<file path="config.mk">
export PLATFORM = sky130hd
export DESIGN_NAME = mem_issue_queue
export DESIGN_NICKNAME = d
export VERILOG_FILES = /design/src/rtl/mem_issue_queue.sv
export SDC_FILE = /design/constraint.sdc
export NUM_CORES = 1
export LEC_CHECK = 0
export CAP_MARGIN = 25
export CELL_PAD_IN_SITES_DETAIL_PLACEMENT = 1
export CELL_PAD_IN_SITES_GLOBAL_PLACEMENT = 1
export CORE_ASPECT_RATIO = 0.8
export CORE_MARGIN = 2
export CORE_UTILIZATION = 39
export CTS_CLUSTER_SIZE = 25
export DETAILED_ROUTE_END_ITERATION = 6
export HOLD_SLACK_MARGIN = 0.1
export PLACE_DENSITY = 0.74
export SLEW_MARGIN = 0
export SYNTH_ARGS = -nofsm -noshare
export SYNTH_HDL_FRONTEND = slang
export SYNTH_SLANG_ARGS = --single-unit
export TNS_END_PERCENT = 5
</file>
<file path="constraint.sdc">
create_clock -name clk -period 2.95 [get_ports clk]
set_input_delay 0.885 -clock clk [delete_from_list [all_inputs] [get_ports clk]]
set_output_delay 0.885 -clock clk [all_outputs]
set_load 0.02 [all_outputs]
</file>
<file path="src/rtl/mem_issue_queue.sv">
// rtl/mem_issue_queue.sv - in-order memory micro-op FIFO with cache steering and merged writeback
//
// Buffers up to DEPTH memory ops, computes each op's virtual address at enqueue,
// and presents the head op to either the DCache port or the ICache-cacop port.
// DCache and ICache responses are merged into one registered writeback port.
//
// Ports:
//   clk, a_rst          clock, asynchronous active-high reset
//   flush_i             synchronous pipeline flush
//   exe_*               enqueue side (valid/ready handshake, operands, op info)
//   dc_req_*            DCache request (valid/ready), head-of-queue fields
//   ic_req_*            ICache cacop request (valid/ready), head-of-queue fields
//   dc_busy_i/ic_busy_i cache has an op in flight
//   dc_rsp_*, ic_rsp_*  cache responses (valid/ready)
//   wb_*                registered writeback (valid/ready)
//   count_o             FIFO occupancy
module mem_issue_queue #(
  parameter int DATA_W = 32,
  parameter int ROB_W  = 6,
  parameter int PREG_W = 6,
  parameter int CODE_W = 5,
  parameter int DEPTH  = 4
) (
  input  logic                   clk,
  input  logic                   a_rst,
  input  logic                   flush_i,
  input  logic                   exe_valid_i,
  output logic                   exe_ready_o,
  input  logic [DATA_W-1:0]      exe_src0_i,
  input  logic [DATA_W-1:0]      exe_src1_i,
  input  logic [DATA_W-1:0]      exe_imm_i,
  input  logic [ROB_W-1:0]       exe_rob_idx_i,
  input  logic [PREG_W-1:0]      exe_pdest_i,
  input  logic                   exe_pdest_valid_i,
  input  logic [1:0]             exe_mem_op_i,
  input  logic [CODE_W-1:0]      exe_code_i,
  output logic                   dc_req_valid_o,
  input  logic                   dc_req_ready_i,
  output logic [DATA_W-1:0]      dc_req_vaddr_o,
  output logic [DATA_W-1:0]      dc_req_wdata_o,
  output logic [ROB_W-1:0]       dc_req_rob_idx_o,
  output logic [PREG_W-1:0]      dc_req_pdest_o,
  output logic                   dc_req_pdest_valid_o,
  output logic [1:0]             dc_req_mem_op_o,
  output logic [CODE_W-1:0]      dc_req_code_o,
  output logic                   ic_req_valid_o,
  input  logic                   ic_req_ready_i,
  output logic [DATA_W-1:0]      ic_req_vaddr_o,
  output logic [ROB_W-1:0]       ic_req_rob_idx_o,
  output logic [1:0]             ic_req_mode_o,
  input  logic                   dc_busy_i,
  input  logic                   ic_busy_i,
  input  logic                   dc_rsp_valid_i,
  output logic                   dc_rsp_ready_o,
  input  logic [DATA_W-1:0]      dc_rsp_rdata_i,
  input  logic [ROB_W-1:0]       dc_rsp_rob_idx_i,
  input  logic [PREG_W-1:0]      dc_rsp_pdest_i,
  input  logic                   dc_rsp_we_i,
  input  logic                   ic_rsp_valid_i,
  output logic                   ic_rsp_ready_o,
  input  logic [ROB_W-1:0]       ic_rsp_rob_idx_i,
  output logic                   wb_valid_o,
  input  logic                   wb_ready_i,
  output logic [ROB_W-1:0]       wb_rob_idx_o,
  output logic [PREG_W-1:0]      wb_pdest_o,
  output logic                   wb_we_o,
  output logic [DATA_W-1:0]      wb_wdata_o,
  output logic                   wb_icacop_o,
  output logic [$clog2(DEPTH):0] count_o
);

  localparam int PTR_W = $clog2(DEPTH);
  localparam int CNT_W = PTR_W + 1;

  // FIFO storage; contents need no reset because pointers/count gate every use
  logic [DATA_W-1:0] r_vaddr    [DEPTH];
  logic [DATA_W-1:0] r_wdata    [DEPTH];
  logic [ROB_W-1:0]  r_rob      [DEPTH];
  logic [PREG_W-1:0] r_pdest    [DEPTH];
  logic              r_pdest_v  [DEPTH];
  logic [1:0]        r_mem_op   [DEPTH];
  logic [CODE_W-1:0] r_code     [DEPTH];
  logic              r_icacop   [DEPTH];

  logic [PTR_W-1:0]  r_wr_ptr;
  logic [PTR_W-1:0]  r_rd_ptr;
  logic [CNT_W-1:0]  r_count;

  logic              w_exe_icacop;
  logic [DATA_W-1:0] w_exe_offset;
  logic [DATA_W-1:0] w_exe_vaddr;
  logic              w_enq;
  logic              w_deq;
  logic              w_empty;
  logic              w_head_ic;
  logic              w_load_en;
  logic              w_ic_fire;
  logic              w_dc_fire;

  logic              r_wb_valid;
  logic [ROB_W-1:0]  r_wb_rob;
  logic [PREG_W-1:0] r_wb_pdest;
  logic              r_wb_we;
  logic [DATA_W-1:0] r_wb_wdata;
  logic              r_wb_icacop;

  // ICache cacop ops use a word-scaled offset; everything else is byte offset
  assign w_exe_icacop = (exe_mem_op_i == 2'd2) && (exe_code_i[1:0] == 2'b00);
  assign w_exe_offset = w_exe_icacop ? {exe_imm_i[DATA_W-3:0], 2'b00} : exe_imm_i;
  assign w_exe_vaddr  = exe_src0_i + w_exe_offset;

  assign exe_ready_o = (r_count < CNT_W'(DEPTH));
  assign w_empty     = (r_count == '0);
  assign w_enq       = exe_valid_i & exe_ready_o & ~flush_i;

  // Head steering: the two cache ports are mutually exclusive per head op,
  // and each waits for the other cache to drain so ordering is preserved.
  assign w_head_ic      = r_icacop[r_rd_ptr];
  assign ic_req_valid_o = ~w_empty & w_head_ic & ~dc_busy_i;
  assign dc_req_valid_o = ~w_empty & ~w_head_ic & ~ic_busy_i;
  assign w_deq          = (dc_req_valid_o & dc_req_ready_i) | (ic_req_valid_o & ic_req_ready_i);

  assign dc_req_vaddr_o       = r_vaddr[r_rd_ptr];
  assign dc_req_wdata_o       = r_wdata[r_rd_ptr];
  assign dc_req_rob_idx_o     = r_rob[r_rd_ptr];
  assign dc_req_pdest_o       = r_pdest[r_rd_ptr];
  assign dc_req_pdest_valid_o = r_pdest_v[r_rd_ptr];
  assign dc_req_mem_op_o      = r_mem_op[r_rd_ptr];
  assign dc_req_code_o        = r_code[r_rd_ptr];
  assign ic_req_vaddr_o       = r_vaddr[r_rd_ptr];
  assign ic_req_rob_idx_o     = r_rob[r_rd_ptr];
  assign ic_req_mode_o        = r_code[r_rd_ptr][4:3];

  assign count_o = r_count;

  always_ff @(posedge clk) begin
    if (w_enq) begin
      r_vaddr[r_wr_ptr]   <= w_exe_vaddr;
      r_wdata[r_wr_ptr]   <= exe_src1_i;
      r_rob[r_wr_ptr]     <= exe_rob_idx_i;
      r_pdest[r_wr_ptr]   <= exe_pdest_i;
      r_pdest_v[r_wr_ptr] <= exe_pdest_valid_i;
      r_mem_op[r_wr_ptr]  <= exe_mem_op_i;
      r_code[r_wr_ptr]    <= exe_code_i;
      r_icacop[r_wr_ptr]  <= w_exe_icacop;
    end
  end

  // Pointers wrap naturally since DEPTH is a power of two
  always_ff @(posedge clk or posedge a_rst) begin
    if (a_rst) begin
      r_wr_ptr <= '0;
      r_rd_ptr <= '0;
      r_count  <= '0;
    end else if (flush_i) begin
      r_wr_ptr <= '0;
      r_rd_ptr <= '0;
      r_count  <= '0;
    end else begin
      if (w_enq) r_wr_ptr <= r_wr_ptr + PTR_W'(1);
      if (w_deq) r_rd_ptr <= r_rd_ptr + PTR_W'(1);
      case ({w_enq, w_deq})
        2'b10:   r_count <= r_count + CNT_W'(1);
        2'b01:   r_count <= r_count - CNT_W'(1);
        default: r_count <= r_count;
      endcase
    end
  end

  // Writeback register: ICache response wins when both arrive together
  assign w_load_en      = ~r_wb_valid | wb_ready_i;
  assign ic_rsp_ready_o = w_load_en & ~flush_i;
  assign dc_rsp_ready_o = w_load_en & ~ic_rsp_valid_i & ~flush_i;
  assign w_ic_fire      = ic_rsp_valid_i & ic_rsp_ready_o;
  assign w_dc_fire      = dc_rsp_valid_i & dc_rsp_ready_o;

  always_ff @(posedge clk or posedge a_rst) begin
    if (a_rst) begin
      r_wb_valid  <= 1'b0;
      r_wb_rob    <= '0;
      r_wb_pdest  <= '0;
      r_wb_we     <= 1'b0;
      r_wb_wdata  <= '0;
      r_wb_icacop <= 1'b0;
    end else if (flush_i) begin
      r_wb_valid <= 1'b0;
    end else if (w_ic_fire) begin
      r_wb_valid  <= 1'b1;
      r_wb_rob    <= ic_rsp_rob_idx_i;
      r_wb_pdest  <= '0;
      r_wb_we     <= 1'b0;
      r_wb_wdata  <= '0;
      r_wb_icacop <= 1'b1;
    end else if (w_dc_fire) begin
      r_wb_valid  <= 1'b1;
      r_wb_rob    <= dc_rsp_rob_idx_i;
      r_wb_pdest  <= dc_rsp_pdest_i;
      r_wb_we     <= dc_rsp_we_i;
      r_wb_wdata  <= dc_rsp_rdata_i;
      r_wb_icacop <= 1'b0;
    end else if (wb_ready_i) begin
      r_wb_valid <= 1'b0;
    end
  end

  assign wb_valid_o   = r_wb_valid;
  assign wb_rob_idx_o = r_wb_rob;
  assign wb_pdest_o   = r_wb_pdest;
  assign wb_we_o      = r_wb_we;
  assign wb_wdata_o   = r_wb_wdata;
  assign wb_icacop_o  = r_wb_icacop;

endmodule

</file>
==> results.ini, run 1 <==
[final_layout]
drive_above_1_share_pct=34.83
area_growth_pct=43.08
nets=1633
regArea_mm2=0.01157
multi_input_area_mm2=0.005503
fillers=3887
fin_util_pct=56.95

[timing]
final.period_utilization_pct=119.8
worst_slew_pin_slew_ns=0.4892
holdWs_ns=0.4810
rsz0062_at_grt=yes
final_max_slew_viol_count=0
hold_viol=0
max_freq_mhz=282.9
fin_ws_ns=-0.5847
setup_violations=195
fin_crit_ns=3.535
finClkSkew_ns=0.01051
maxSlewHeadroom_pct=67.04

[setup_path]
arrival_ns=3.86
worstSetupPathType=in2reg
r2r_start=r_rd_ptr[0]$_DFFE_PP0P_
crit_path_start_kind=primary input
cp-end-kind=flop
regToRegEndpoint=count_o[2]$_DFFE_PP0P_
worst_path_dominant_cell_family=compound AO/OA/AOI/OAI gates
cp.required_ns=3.28
cp_max_fo=5
timing.reg2reg.setup_slack_ns=0.46
cp_cell_sequence=buf_8 > nor4b_4 > buf_12 > buf_12 > buf_6 > mux2_4 > ha_4 > a21oi_4 > buf_6 > nand2_2 > o41ai_2 > buf_4 > o21ai_4 > o21ai_2 > o221ai_2 > xnor2_2
critPathMaxStageDelay_ns=0.35
slowest_stage=nor4b_4
path_buf_inv=6
reg2regPathDepth=7

[floorplan]
chipWidth_um=235.9
coreArea_mm2=0.04217
floorplan.rows=67
die_h_um=189.6
ios=357
dieArea_mm2=0.04472
initial_core_util_pct=39.81

[cts]
cts-root-buf=clkbuf_16
htreeDepth=2
cts_buffers=42
cts-hold-fix-buffers=0
cts.sinks=394
cts_tree=done
insertion_delay_ns=0.53
path_clk_slew_ns=0.06
cts_buffer_depth=3

[power]
swShare_pct=27.51
p_switching_mw=4.439
pwr-share-comb_pct=27.2
cellPowerDensity_mw_per_mm2=672.0
p_seq_share_pct=41.3
p_clk_share_pct=31.5
intPower_mw=11.70
power.leakage_nw=8.592
ir_drop_mv=0.4056

[grt]
grt_overflow=0
antenna_found_initial=3
grt_max_degree=50
grt_pass1_vias=11482
groute.usage.overall_pct=20.57
grt_pass1_wl_um=70360

[synthesis]
yosys_register_bits=394
synth-edff-count=340
synth.area.top_cells=edfxtp_1, mux4_2, dfrtp_1
syn_avg_cell_area_um2=17.95
syn_area_mm2=0.01678
ys_types=60
synth_top_flop_cell=edfxtp_1
yosys_warnings=0
syn_nets=1154
async_reset_ff_share_pct=13.71
ys_seq_area_share_pct=68.88
yosysMostFrequentCell=edfxtp_1
synth_common_cells=edfxtp_1, mux4_2, dfrtp_1
syn_inst=935
yosys.area.top_type=edfxtp_1
synth_top_area_share_pct=60.83

[worst_hold_path]
worstHoldStart=wb_rob_idx_o[0]$_DFFE_PP0P_
hp-class=reg2reg
hold_end=wb_rob_idx_o[0]$_DFFE_PP0P_
holdPathStages=2

[route]
wl_um=46570
firstDrtPassIters=5
drt_iter0_drc=534
drcViolationCount=0
via_per_inst=5.220
post_drt_wl_per_cell_um=23.31
vias=10429
ant_nets=0

[place]
gp_congestion=0.8420
dpl.hpwl_um=32120
portBuffers=356

[status]
run_status=finished, violations left
violations=setup timing

[job]
cap_viol_max_count=0

[sequential cells by signal, summed over array words and instances, names as in the netlist, 6 cells and up]
name	count
r_code	20
r_mem_op	8
r_pdest	24
r_rob	24
r_vaddr	128
r_wdata	128
wb_pdest_o	6
wb_rob_idx_o	6
wb_wdata_o	32
[repair_timing]
item | in CTS | in global routing
setup endpoints to repair | 244 | 222
endpoints found under the hold margin | 0 | 0
pin swaps | 33 | 17
resized for setup | 336 | 33
setup buffers | 9 | 4
[worst max path at each step]
stage | from | to | slack (ns) | depth (start not counted)
final | exe_code_i[0] | r_vaddr[2][29]$_DFFE_PP_ | -0.58 | 16
after global routing | exe_code_i[0] | r_vaddr[0][29]$_DFFE_PP_ | -0.65 | 16
after CTS | exe_code_i[1] | r_vaddr[3][25]$_DFFE_PP_ | -0.53 | 14
after detailed placement | exe_mem_op_i[1] | r_vaddr[3][31]$_DFFE_PP_ | -1.73 | 13
after global placement | exe_mem_op_i[1] | r_vaddr[0][31]$_DFFE_PP_ | -1.61 | 14
after floorplan | exe_mem_op_i[0] | r_vaddr[0][25]$_DFFE_PP_ | -0.75 | 12
[kinds of logic (layout without fill, tap and decap cells)]
kind of cell               Yosys count  count (layout)  synth area share (%)
and+or+nand+nor                    106             106                 3.355
xor gates and xnor gates            36              36                 1.923
AOI/OAI and AO/OA                  148             148                 6.105
DFF                                394             394                 68.88
muxes                              116             116                 13.47
adders and majority gates           41              41                 3.146
other                                0               2                     0
buffers and inverters               94             603                 3.123
[worst reg2reg max path, delay by kind of cell, from the launching register on]
family	cells	cell delay, ns
AO/OA/AOI/OAI	3	0.54
AND/OR/NAND/NOR	2	0.39
flip-flops	1	0.47
adder cells (fa/ha/maj)	1	0.42
multiplexers	1	0.60
[placed cells by master (no fill, tap or decap), types with 13 or more instances in the layout]
master	instances
a21oi_1	30
a22o_1	40
buf_12	22
buf_2	43
buf_4	132
clkbuf_16	43
clkdlybuf4s15_2	13
clkdlybuf4s50_1	287
dfrtp_1	52
edfxtp_1	340
ha_1	20
ha_4	19
inv_1	14
mux2_2	22
mux4_2	85
nand2_1	30
nor2_1	21
o21ai_0	15
[metal layers]
layer / GRT usage (%) / part of all wire, %
met5: 0 / 0.028
met4: 5.781 / 2.1
met3: 3.439 / 4.7
met2: 34.76 / 50
met1: 27.65 / 43
[power by group through the flow]
| stage | clock network [mW] | logic, mW | registers (mW) |
|---|---|---|---|
| 3_5_place_dp | 0 | 4.31 | 6.78 |
| 6_report | 5.09 | 4.39 | 6.66 |
| 3_3_place_gp | 0 | 4.22 | 6.75 |
| 5_1_grt | 5.41 | 4.65 | 6.69 |
| 2_1_floorplan | 0 | 2.26 | 6.84 |
| 4_1_cts | 5.20 | 4.33 | 6.66 |
[per-stage QoR]
step	setup WS (ns)	setup TNS (ns)	cells	instance area, um^2	power, mW
finish	-0.5847	-61.35	1998	24020	16.14
CTS	-0.5299	-59.18	1992	23820	16.20
floorplan	-0.7477	-304.78	935	17100	9.100
global placement	-1.611	-146.68	1910	22220	10.97
detailed placement	-1.725	-162.07	1910	22220	11.09
global route	-0.6498	-75.61	1997	24010	16.75
[layout make-up]
| type | count | area share [%] |
|---|---|---|
| Antenna cell | 2 | 0.02084 |
| Clock buffer | 57 | 4.866 |
| Clock inverter | 17 | 0.6773 |
| Inverter | 15 | 0.2344 |
| Multi-Input combinational cell | 447 | 22.91 |
| Sequential cell | 394 | 48.17 |
| Tap cell | 552 | 2.876 |
| Timing Repair Buffer | 514 | 20.24 |
(Power assumes the default switching activity.)
==> run 2: changes to the inputs <==
Settings changed: HOLD_SLACK_MARGIN 0.1 to 0.05, PLACE_DENSITY 0.74 to 0.81.
==> run 2 against run 1 <==
The run still ends with setup timing left. Clock power up 2%. Combinational power down 1%. Register-to-register slack worse by 0.13 ns. Hold slack better by 0.0037 ns. Clock-buffer cell count down 5. Non-clock buffer count down 1. Power up 0.35%. Critical path type unchanged.
==> results.ini, run 2 (synthesized netlist as in run 1, its figures left out) <==
[power]
power.leakage_nw=8.725
ir_drop_mv=0.4032
cellPowerDensity_mw_per_mm2=670.6

[setup_path]
worstSetupPathType=in2reg
r2r_start=r_rd_ptr[0]$_DFFE_PP0P_
reg2regPathDepth=9
path_buf_inv=4
cp_max_fo=6
cp-end-kind=flop
timing.reg2reg.setup_slack_ns=0.33
regToRegEndpoint=count_o[2]$_DFFE_PP0P_
worst_path_dominant_cell_family=compound AO/OA/AOI/OAI gates
slowest_stage=a2111o_1
critPathLaunch=exe_code_i[1]
crit_path_start_kind=primary input
cp-endpoint=r_vaddr[3][25]$_DFFE_PP_
critPathMaxStageDelay_ns=0.46
cp_cell_sequence=buf_12 > nor4b_4 > buf_6 > buf_12 > buf_6 > mux2_4 > ha_4 > and3_4 > a2111o_1 > a31oi_4 > nand3_4 > a21o_1 > a21oi_2 > xnor2_2
path_depth=14
arrival_ns=3.86
cp.required_ns=3.21

[route]
ant_nets=0
maxUsedRoutingLayer=met4
drt_iter0_drc=618
drcViolationCount=0
wirelength_met1_um=19940
met2WireLength_um=25950
wl_um=49710
vias=10620
via_per_inst=5.321
routed-wl-met3_um=2293
post_drt_wl_per_cell_um=24.90
firstDrtPassIters=5

[place]
place_ws_ns=-1.550
dp_cells=1900
dpl.hpwl_um=32870
portBuffers=356
dpl_cell_area_mm2=0.02214
gp_congestion=0.8105

[timing]
final_max_slew_viol_count=0
fin_setup_tns_ns=-46.02
maxSlewHeadroom_pct=63.40
max_freq_mhz=277.9
setup_violations=176
fin_crit_ns=3.599
worst_slew_pin_slew_ns=0.5448
hold_viol=0
rsz0062_at_grt=yes
final.period_utilization_pct=122.0
finClkSkew_ns=0.01172
fin_ws_ns=-0.6488

[final_layout]
drive_above_1_share_pct=37.03
multi_input_area_mm2=0.005645
layout_common_cells=edfxtp_1, clkdlybuf4s50_1, buf_4
final_area_mm2=0.02415
area_growth_pct=43.87
fillers=3878
fin_util_pct=57.27
instances_no_fill=1996
mostFrequentLayoutCell=edfxtp_1
regArea_mm2=0.01157
nets=1631

[cts]
cts_tree=done
path_clk_slew_ns=0.06
htreeDepth=2
cts-root-buf=clkbuf_16
insertion_delay_ns=0.53
cts_buffer_depth=3
cts.sinks=394
cts_buffers=41

[floorplan]
dieArea_mm2=0.04472
floorplan.rows=67
ios=357
initial_core_util_pct=39.81
coreArea_mm2=0.04217
chipWidth_um=235.9
die_h_um=189.6

[grt]
groute.usage.overall_pct=21.47
grt_pass1_vias=11739
grt_max_degree=55
antenna_found_initial=2
grt_overflow=0
grt_pass1_wl_um=72780

[status]
run_status=finished, violations left
violations=setup timing

[job]
cap_viol_max_count=0

[worst_hold_path]
hp-class=reg2reg

run 2: changes by cell type in the layout (fill, tap and decap cells not counted), moves of 6 or more:
cell,before,now
clkdlybuf4s50_1,287,224
dlygate4sd2_1,0,48
clkdlybuf4s15_2,13,26
buf_4,132,124
mux2_2,22,15
mux2_4,7,14
a21oi_2,6,12
run 2: cell type report:
type,count,share of cell area (%)
inverter,15,0.2487
clock buffer,52,4.591
antenna,2,0.02073
clock inverter,21,1.010
multi-input combinational,447,23.38
timing repair buffer,513,19.98
tap,552,2.860
sequential,394,47.91
run 2: timing repair:
item | 4_1_cts | 5_1_grt
resized for setup | 410 | 81
cloned | 1 | 0
setup buffers | 11 | 9
endpoints found under the setup margin | 244 | 218
hold buffers | 0 | 0
pin swaps | 37 | 37
run 2: worst min-delay path by stage:
| stage | from | slack, ns | cells past startpoint | end |
|---|---|---|---|---|
| after floorplan | r_wr_ptr[0]$_DFFE_PP0P_ | 0.56 | 2 | r_wr_ptr[0]$_DFFE_PP0P_ |
| after global placement | wb_rob_idx_o[0]$_DFFE_PP0P_ | 0.46 | 2 | wb_rob_idx_o[0]$_DFFE_PP0P_ |
| after detailed placement | wb_rob_idx_o[1]$_DFFE_PP0P_ | 0.48 | 2 | wb_rob_idx_o[1]$_DFFE_PP0P_ |
| after CTS | wb_rob_idx_o[1]$_DFFE_PP0P_ | 0.49 | 2 | wb_rob_idx_o[1]$_DFFE_PP0P_ |
| after global routing | wb_rob_idx_o[1]$_DFFE_PP0P_ | 0.53 | 2 | wb_rob_idx_o[1]$_DFFE_PP0P_ |
| final | wb_rob_idx_o[1]$_DFFE_PP0P_ | 0.48 | 2 | wb_rob_idx_o[1]$_DFFE_PP0P_ |
run 2: power breakdown:
group          switching (mW)  internal (mW)
clock                    2.08           3.10
sequential              0.145           6.52
combinational            2.31           2.04
run 2: worst reg2reg max path, delay by kind of cell, from the launching register on:
kind	cells	cell delay, ns
AND/OR/NAND/NOR	2	0.38
adder cells (fa/ha/maj)	1	0.42
AO/OA/AOI/OAI	3	0.42
buffers and inverters	2	0.33
flip-flops	1	0.44
multiplexers	1	0.56
run 2: per-stage QoR:
| step | hold WS (ns) | total power, mW |
|---|---|---|
| after floorplan | 0.5616 | 9.100 |
| after global placement | 0.4637 | 10.96 |
| after detailed placement | 0.4803 | 11.11 |
| after CTS | 0.4933 | 16.18 |
| after global routing | 0.5262 | 16.78 |
| final | 0.4847 | 16.19 |
run 2: per-layer routing:
metal | global-route usage [%] | up-vias
met5 | 0 | -
met4 | 7.031 | 0
met3 | 3.120 | 97
met2 | 37.66 | 368
met1 | 27.62 | 5500
li1 | - | 4655
